[src/rtl/io_port_controller.sv]
`default_nettype none
// ============================================================================
//  Module      : io_port_controller
//  Description : Memory-mapped I/O port for the single-cycle MIPS core.
//                16-byte window with OUT / IN / EDGE / COUNT registers,
//                two-flop synchronised and debounced 8-bit switch input,
//                sticky rising-edge flags and a saturating event counter.
//  Revision    : 1.0 - initial release
// ============================================================================
module io_port_controller #(
   parameter logic [31:0] BASE_ADDRESS    = 32'h1001_0100,
   parameter int          DEBOUNCE_CYCLES = 16
) (
   input  logic        clk,
   input  logic        reset,
   input  logic [31:0] Address,
   input  logic [31:0] WriteData,
   input  logic        MemWrite,
   input  logic        MemRead,
   input  logic [7:0]  PortIn,
   output logic        Hit,
   output logic [31:0] ReadData,
   output logic [31:0] PortOut
);

   localparam int            CW        = (DEBOUNCE_CYCLES > 2) ? $clog2(DEBOUNCE_CYCLES) : 1;
   localparam logic [CW-1:0] C_CNT_MAX = CW'(DEBOUNCE_CYCLES - 1);

   localparam logic [1:0] C_OFF_OUT   = 2'd0;
   localparam logic [1:0] C_OFF_IN    = 2'd1;
   localparam logic [1:0] C_OFF_EDGE  = 2'd2;
   localparam logic [1:0] C_OFF_COUNT = 2'd3;

   logic [7:0]  r_sync1;
   logic [7:0]  r_sync2;
   logic [7:0]  w_deb;
   logic [7:0]  w_rise;
   logic [7:0]  r_flags;
   logic [31:0] r_count;
   logic [31:0] r_port_out;
   logic [31:0] w_rd_data;
   logic [1:0]  w_off;
   logic        w_wr;
   logic [7:0]  w_clr;
   logic        w_unused_addr;

   // Byte lane bits are irrelevant for word-wide registers.
   assign w_unused_addr = &{1'b0, Address[1:0]};

   assign Hit     = (Address[31:4] == BASE_ADDRESS[31:4]);
   assign w_off   = Address[3:2];
   assign w_wr    = Hit & MemWrite;
   assign w_clr   = (w_wr && (w_off == C_OFF_EDGE)) ? WriteData[7:0] : 8'h00;
   assign PortOut = r_port_out;

   // Two-flop synchroniser for the asynchronous switch inputs.
   always_ff @(posedge clk or posedge reset) begin
      if (reset) begin
         r_sync1 <= 8'h00;
         r_sync2 <= 8'h00;
      end else begin
         r_sync1 <= PortIn;
         r_sync2 <= r_sync1;
      end
   end

   genvar gi;
   generate
      for (gi = 0; gi < 8; gi++) begin : g_bit
         logic [CW-1:0] r_cnt;
         logic          r_deb;
         logic          w_diff;
         logic          w_toggle;

         assign w_diff   = r_sync2[gi] ^ r_deb;
         assign w_toggle = w_diff && (r_cnt == C_CNT_MAX);

         // Debouncer: any match restarts the stability count; the output
         // only follows after DEBOUNCE_CYCLES consecutive mismatches.
         always_ff @(posedge clk or posedge reset) begin
            if (reset) begin
               r_cnt <= '0;
               r_deb <= 1'b0;
            end else if (!w_diff) begin
               r_cnt <= '0;
            end else if (w_toggle) begin
               r_deb <= ~r_deb;
               r_cnt <= '0;
            end else begin
               r_cnt <= r_cnt + CW'(1);
            end
         end

         assign w_deb[gi]  = r_deb;
         assign w_rise[gi] = w_toggle & ~r_deb;
      end
   endgenerate

   // OUT register: store takes effect on the edge ending the instruction.
   always_ff @(posedge clk or posedge reset) begin
      if (reset) begin
         r_port_out <= 32'h0;
      end else if (w_wr && (w_off == C_OFF_OUT)) begin
         r_port_out <= WriteData;
      end
   end

   // Sticky flags: a new rising edge overrides a simultaneous clear.
   always_ff @(posedge clk or posedge reset) begin
      if (reset) begin
         r_flags <= 8'h00;
      end else begin
         r_flags <= (r_flags & ~w_clr) | w_rise;
      end
   end

   // Event counter: one per cycle with any rise, saturating; a store clears
   // it and wins over a coincident increment.
   always_ff @(posedge clk or posedge reset) begin
      if (reset) begin
         r_count <= 32'h0;
      end else if (w_wr && (w_off == C_OFF_COUNT)) begin
         r_count <= 32'h0;
      end else if ((|w_rise) && (r_count != 32'hFFFF_FFFF)) begin
         r_count <= r_count + 32'd1;
      end
   end

   // Combinational load path, zero when not selected.
   always_comb begin
      w_rd_data = 32'h0;
      if (Hit && MemRead) begin
         case (w_off)
            C_OFF_OUT:   w_rd_data = r_port_out;
            C_OFF_IN:    w_rd_data = {24'h0, w_deb};
            C_OFF_EDGE:  w_rd_data = {24'h0, r_flags};
            C_OFF_COUNT: w_rd_data = r_count;
            default:     w_rd_data = 32'h0;
         endcase
      end
   end

   assign ReadData = w_rd_data;

endmodule
`default_nettype wire

[config.mk]
export PLATFORM = sky130hd
export DESIGN_NAME = io_port_controller
export DESIGN_NICKNAME = d
export VERILOG_FILES = /design/src/rtl/io_port_controller.sv
export SDC_FILE = /design/constraint.sdc
export NUM_CORES = 1
export LEC_CHECK = 0
export CORE_MARGIN = 2
export CORE_UTILIZATION = 52
export CTS_BUF_LIST = sky130_fd_sc_hd__clkbuf_8
export DETAILED_ROUTE_END_ITERATION = 7
export GPL_TIMING_DRIVEN = 0
export PLACE_DENSITY = 0.89
export SYNTH_ARGS = -nofsm -noshare
export SYNTH_HDL_FRONTEND = slang
export SYNTH_SLANG_ARGS = --single-unit
[constraint.sdc]
create_clock -name clk -period 4.4 [get_ports clk]
set_input_delay 0.66 -clock clk [delete_from_list [all_inputs] [get_ports clk]]
set_output_delay 0.66 -clock clk [all_outputs]
set_load 0.02 [all_outputs]
Word level (Yosys, flattened, before mapping):

Index checks and enable logic that the tools add are counted.

* register bits after elaboration: 128
* input port bits: 76
* logic and storage cells: 116

* $add $sub $neg: 9
* eq/ne operators: 13
* multiplexer cells: 21
* bitwise gates (word level): 28
* reductions and logical operators: 24

Operators by type and width (count)
* 32-bit one-hot mux with 4 select lines: 1
* 32-bit two-way mux: 3
* 4-bit two-way mux: 16
* 32-bit by 1-bit adder with 32-bit output (second input constant): 1
* 4-bit by 1-bit adder with 4-bit output (second input constant): 8
* 4-bit equality test (second input constant): 8
* 32-bit != test (second input constant): 1
* 28-bit by 25-bit equality test with 1-bit output (second input constant): 1
* 2-bit AND reduction: 8
* 1-bit logical AND: 13
* 1-bit AND: 9
* 8-bit AND: 1
* 8-bit two-way mux: 1
* 1-bit inverter: 8
* 8-bit inverter: 1
* 8-bit bitwise OR: 1
* 8-bit OR reduction: 1
* 1-bit bitwise XOR: 8
* 2-bit equality test (second input constant): 2
* 2-bit by 1-bit equality test with 1-bit output (second input constant): 1
* 2-bit logical NOT: 1
* 2-bit nonzero test: 1

Depth between registers and ports, before layout:

* word-level depth: 7
* depth in mapped cells: 8

Worst setup path before layout:

Ideal clock, no wire load.

* path type: in2out
* start: input Address[6]
* end: output ReadData[11]
* arrival time: 2.356 ns
* path slack: 1.384 ns
* cell stages on the path: 7
* path buffers: 2
* cell sequence: nor4b_1 -> and4_1 -> and2_1 -> clkbuf_1 -> nand2_1 -> clkbuf_1 -> nor2_1

* cells in the longest elaborated chain, start to end: 3

RTL lines
* start: declaration: line 16 `input logic [31:0] Address,`
* 28-bit by 25-bit equality test with 1-bit output: line 50 `assign Hit = (Address[31:4] == BASE_ADDRESS[31:4]);`
* via Hit: line 21 `output logic Hit,`
* 1-bit logical AND: line 132 `if (Hit && MemRead) begin`
* 32-bit two-way mux: line 132
* end: declaration: line 22 `output logic [31:0] ReadData,`

The timed path passes the listed nets, and every way through them passes these cells.

Worst setup path after layout:

* start: input Address[20]
* end: output ReadData[16]

* cells in the longest elaborated chain, start to end: 3

RTL lines (line)
* 28-bit by 25-bit equality test with 1-bit output: 50
* 1-bit logical AND: 132
* 32-bit two-way mux: 132

No other way between the ends.

==> impl_metrics.env <==
export IMPL_yosys_register_bits=128
export IMPL_cp_max_fo=10
export IMPL_wl_um=16800
export IMPL_cp_end_kind="output pin"
export IMPL_portBuffers=138
export IMPL_grt_max_degree=98
export IMPL_reg2reg_slack_ns=1.52
export IMPL_syn_inst=556
export IMPL_hp_start="r_sync1[2]$_DFF_PP0_"
export IMPL_nFillCells=800
export IMPL_synth_area_sq_um=6220
export IMPL_cp_data_arrival_time_ns=3.59
export IMPL_holdWs_ns=0.350
export IMPL_cts_root_buf="clkbuf_8"
export IMPL_tightest_slew_ns=0.784
export IMPL_synthesis_nets=641
export IMPL_synthSimpleGateAreaFrac=0.172
export IMPL_r2r_cells=8
export IMPL_start_util=0.537
export IMPL_cts_max_path_buffers=2
export IMPL_synth_top_family_by_area="simple AND/OR/NAND/NOR gates"
export IMPL_hpwl_um=12000
export IMPL_muxShareOfSynthArea=0.106
export IMPL_synth_compound_area_frac=0.139
export IMPL_cts_buffers=17
export IMPL_min_to="r_sync2[2]$_DFF_PP0_"
export IMPL_seq_power_share=0.466
export IMPL_setup_viol=0
export IMPL_place_congestion=0.845
export IMPL_drv_cap=0
export IMPL_cts_hold_buffers_added=0
export IMPL_fin_util=0.717
export IMPL_critPathKind="primary input to output pin"
export IMPL_p_total_mw=2.64
export IMPL_area_delta_synth_final_pct=33.5
export IMPL_coreArea_sq_um=11600
export IMPL_rr_endpoint="r_count[6]$_DFFE_PP0P_"
export IMPL_fin_nets=799
export IMPL_power_frac_comb=0.069
export IMPL_grt_pass1_vias=5656
export IMPL_num_vias=5466
export IMPL_cp_required_ns=3.74
export IMPL_p_sw_frac=0.223
export IMPL_status="complete, no violations"
export IMPL_final_cells=870
export IMPL_rows=39
export IMPL_n_antenna_cell=0
export IMPL_post_cts_resized=1
export IMPL_gr_total_overflow=0
export IMPL_synth_xor_area_frac=0.0225
export IMPL_rsz0062_at_grt="false"
export IMPL_grt_first_pass_wirelength_um=27400
export IMPL_cts_tree="built"
export IMPL_drc=0
export IMPL_power_internal_mw=2.05
export IMPL_clockPowerShare=0.466
export IMPL_cts_setup_buffers=0
export IMPL_finalMaxSlewViolations=0
export IMPL_drt_initial_drc_count=460
export IMPL_postRouteAntennaNets=0
export IMPL_slew_headroom=0.475
export IMPL_clk_insertion_delay_late_ns=0.45
export IMPL_wl_per_cell_um=19.3
export IMPL_grt_usage=0.270
export IMPL_vias_per_cell=6.28
export IMPL_period_needed_ns=4.25
export IMPL_ys_warn_count=0
export IMPL_synthAdderAreaFrac=0.0181
export IMPL_p_leak_nw=3.34
export IMPL_synth_area_per_cell_sq_um=11.2
export IMPL_p_switching_mw=0.588
export IMPL_dpl_cell_count=838
export IMPL_min_path_type="register to register"
export IMPL_ys_types=42
export IMPL_dieArea_sq_um=12800
export IMPL_dr_pass1_iters=5
export IMPL_fin_skew_ns=0.0118
export IMPL_antenna_found_initial=0
export IMPL_tns_ns=0
export IMPL_cts_htree_levels=4
export IMPL_yosysSeqAreaShare=0.515
export IMPL_clock_sinks=128
export IMPL_p_per_area_nw_per_um2=318
export IMPL_die_y_um=113
export IMPL_cp_start_kind="primary input"
export IMPL_boundaryPins=141
export IMPL_drive_above_1_share=0.136
export IMPL_clkSlewWorstSetupHoldPaths_ns=0.07
export IMPL_fin_crit_sh=0.965
export IMPL_clock_fmax_mhz=235
export IMPL_die_w_um=113
export IMPL_hold_viol_final=0
export IMPL_r2r_start="g_bit[6].r_cnt[0]$_DFF_PP0_"
export IMPL_hold_path_depth=0
export IMPL_worst_ir_drop_vdd_mv=0.205
-- sequential cells by signal, summed over array words and instances, names as in the netlist --
name and flops:
r_count 32, r_sync1 8, r_sync2 8, g_bit.r_cnt 32, r_flags 8, PortOut 32, g_bit.r_deb 8
-- cells by family (layout without fill, tap and decap cells) --
family,count (synthesis),count (layout)
compound gates,128,128
xor+xnor,16,16
fa+ha+maj,9,9
buf+inv,37,208
flops,128,128
mux,51,51
simple gates,187,187
-- worst max-delay path, cell delays in order --
cell	delay, ns
clkdlybuf4s50_1	0.40
nor4_1	0.38
and3_1	0.31
and2_1	0.19
clkbuf_2	0.25
nand2_1	0.28
clkbuf_1	0.31
nor2_1	0.17
clkdlybuf4s50_1	0.63
-- synthesized netlist by cell type (all sizes together) --
cell | instances | area, sq um
nor4b | 3 | 26.3
and4 | 4 | 35.0
o21ai | 9 | 45.0
a311oi | 11 | 96.3
nor2 | 39 | 146
mux4 | 8 | 180
ha | 9 | 113
nand3 | 21 | 105
a21oi | 39 | 195
o2bb2ai | 8 | 70.1
nand2 | 29 | 109
mux2 | 40 | 450
o31ai | 26 | 195
a22oi | 24 | 180
clkbuf | 17 | 63.8
nand4 | 7 | 43.8
a31oi | 3 | 18.8
mux2i | 3 | 30.0
or3b | 1 | 8.76
o22ai | 4 | 25.0
inv | 9 | 33.8
a21o | 3 | 22.5
or3 | 3 | 18.8
nor3 | 2 | 32.5
nor4 | 9 | 62.6
and3 | 13 | 81.3
and2 | 3 | 18.8
nand2b | 11 | 68.8
xnor2 | 16 | 140
or2 | 1 | 6.26
dfrtp | 128 | 3200
nand4b | 5 | 43.8
or4 | 27 | 206
o2111ai | 1 | 15.0
nor2b | 9 | 56.3
buf | 11 | 68.8
-- per-stage QoR --
step	cell area (sq um)	setup slack [ns]
6_report	8300	0.153
5_1_grt	8300	0.0288
4_1_cts	8300	0.159
3_5_place_dp	7810	-0.0406
3_3_place_gp	7780	-1.27
2_1_floorplan	6220	0.327
-- power groups by stage --
stage               logic, mW  registers (mW)  clock network (mW)
detailed placement      0.182            1.25                   0
global placement        0.167            1.25                   0
floorplan              0.0855            1.24                   0
CTS                     0.184            1.23                1.24
finish                  0.181            1.23                1.23
global route            0.201            1.23                1.29
-- final cells by class --
| class | instances | area, sq um | share of cell area |
|---|---|---|---|
| sequential | 128 | 3200 | 0.386 |
| tap | 143 | 179 | 0.0216 |
| buffer | 28 | 134 | 0.0161 |
| clock inverter | 14 | 239 | 0.0288 |
| timing repair buffer | 139 | 1410 | 0.170 |
| inverter | 9 | 38.8 | 0.00468 |
| clock buffer | 18 | 248 | 0.0299 |
| multi-input combinational | 391 | 2850 | 0.343 |
-- layer usage --
metal  global-route usage  up-vias  wire (um)
li1                     -     2435          -
met1                0.332     2692       6430
met2                0.461      285       8560
met3               0.0702       54       1370
met4                0.100        0        432
met5                    0        -          0
-- worst max path at each step --
stage,startpoint,end,depth (start not counted)
2_1_floorplan,reset,PortOut[0]$_DFFE_PP0P_,1
5_1_grt,Address[20],ReadData[30],9
3_5_place_dp,Address[20],ReadData[21],9
3_3_place_gp,reset,g_bit[2].r_cnt[0]$_DFF_PP0_,2
6_report,Address[20],ReadData[16],9
4_1_cts,Address[20],ReadData[16],9
-- layout by cell type (no fill, tap or decap), types with 4 or more instances in the layout --
| cell | n |
|---|---|
| clkdlybuf4s50_1 | 138 |
| ha_1 | 9 |
| clkbuf_1 | 16 |
| mux2_2 | 40 |
| nor2_1 | 39 |
| clkinv_4 | 4 |
| xnor2_1 | 16 |
| nand2_1 | 29 |
| nand4b_1 | 5 |
| a22oi_1 | 24 |
| clkbuf_8 | 18 |
| o21ai_0 | 6 |
| nor4_1 | 8 |
| mux4_2 | 8 |
| nor2b_1 | 9 |
| and4_1 | 4 |
| o2bb2ai_1 | 8 |
| or4_1 | 26 |
| nand4_1 | 7 |
| o22ai_1 | 4 |
| buf_2 | 7 |
| dfrtp_1 | 128 |
| o31ai_1 | 26 |
| a311oi_1 | 11 |
| nand2b_1 | 11 |
| inv_1 | 9 |
| and3_1 | 13 |
| a21oi_1 | 39 |
| nand3_1 | 21 |
| bufinv_16 | 6 |
(Power assumes the default switching activity.)
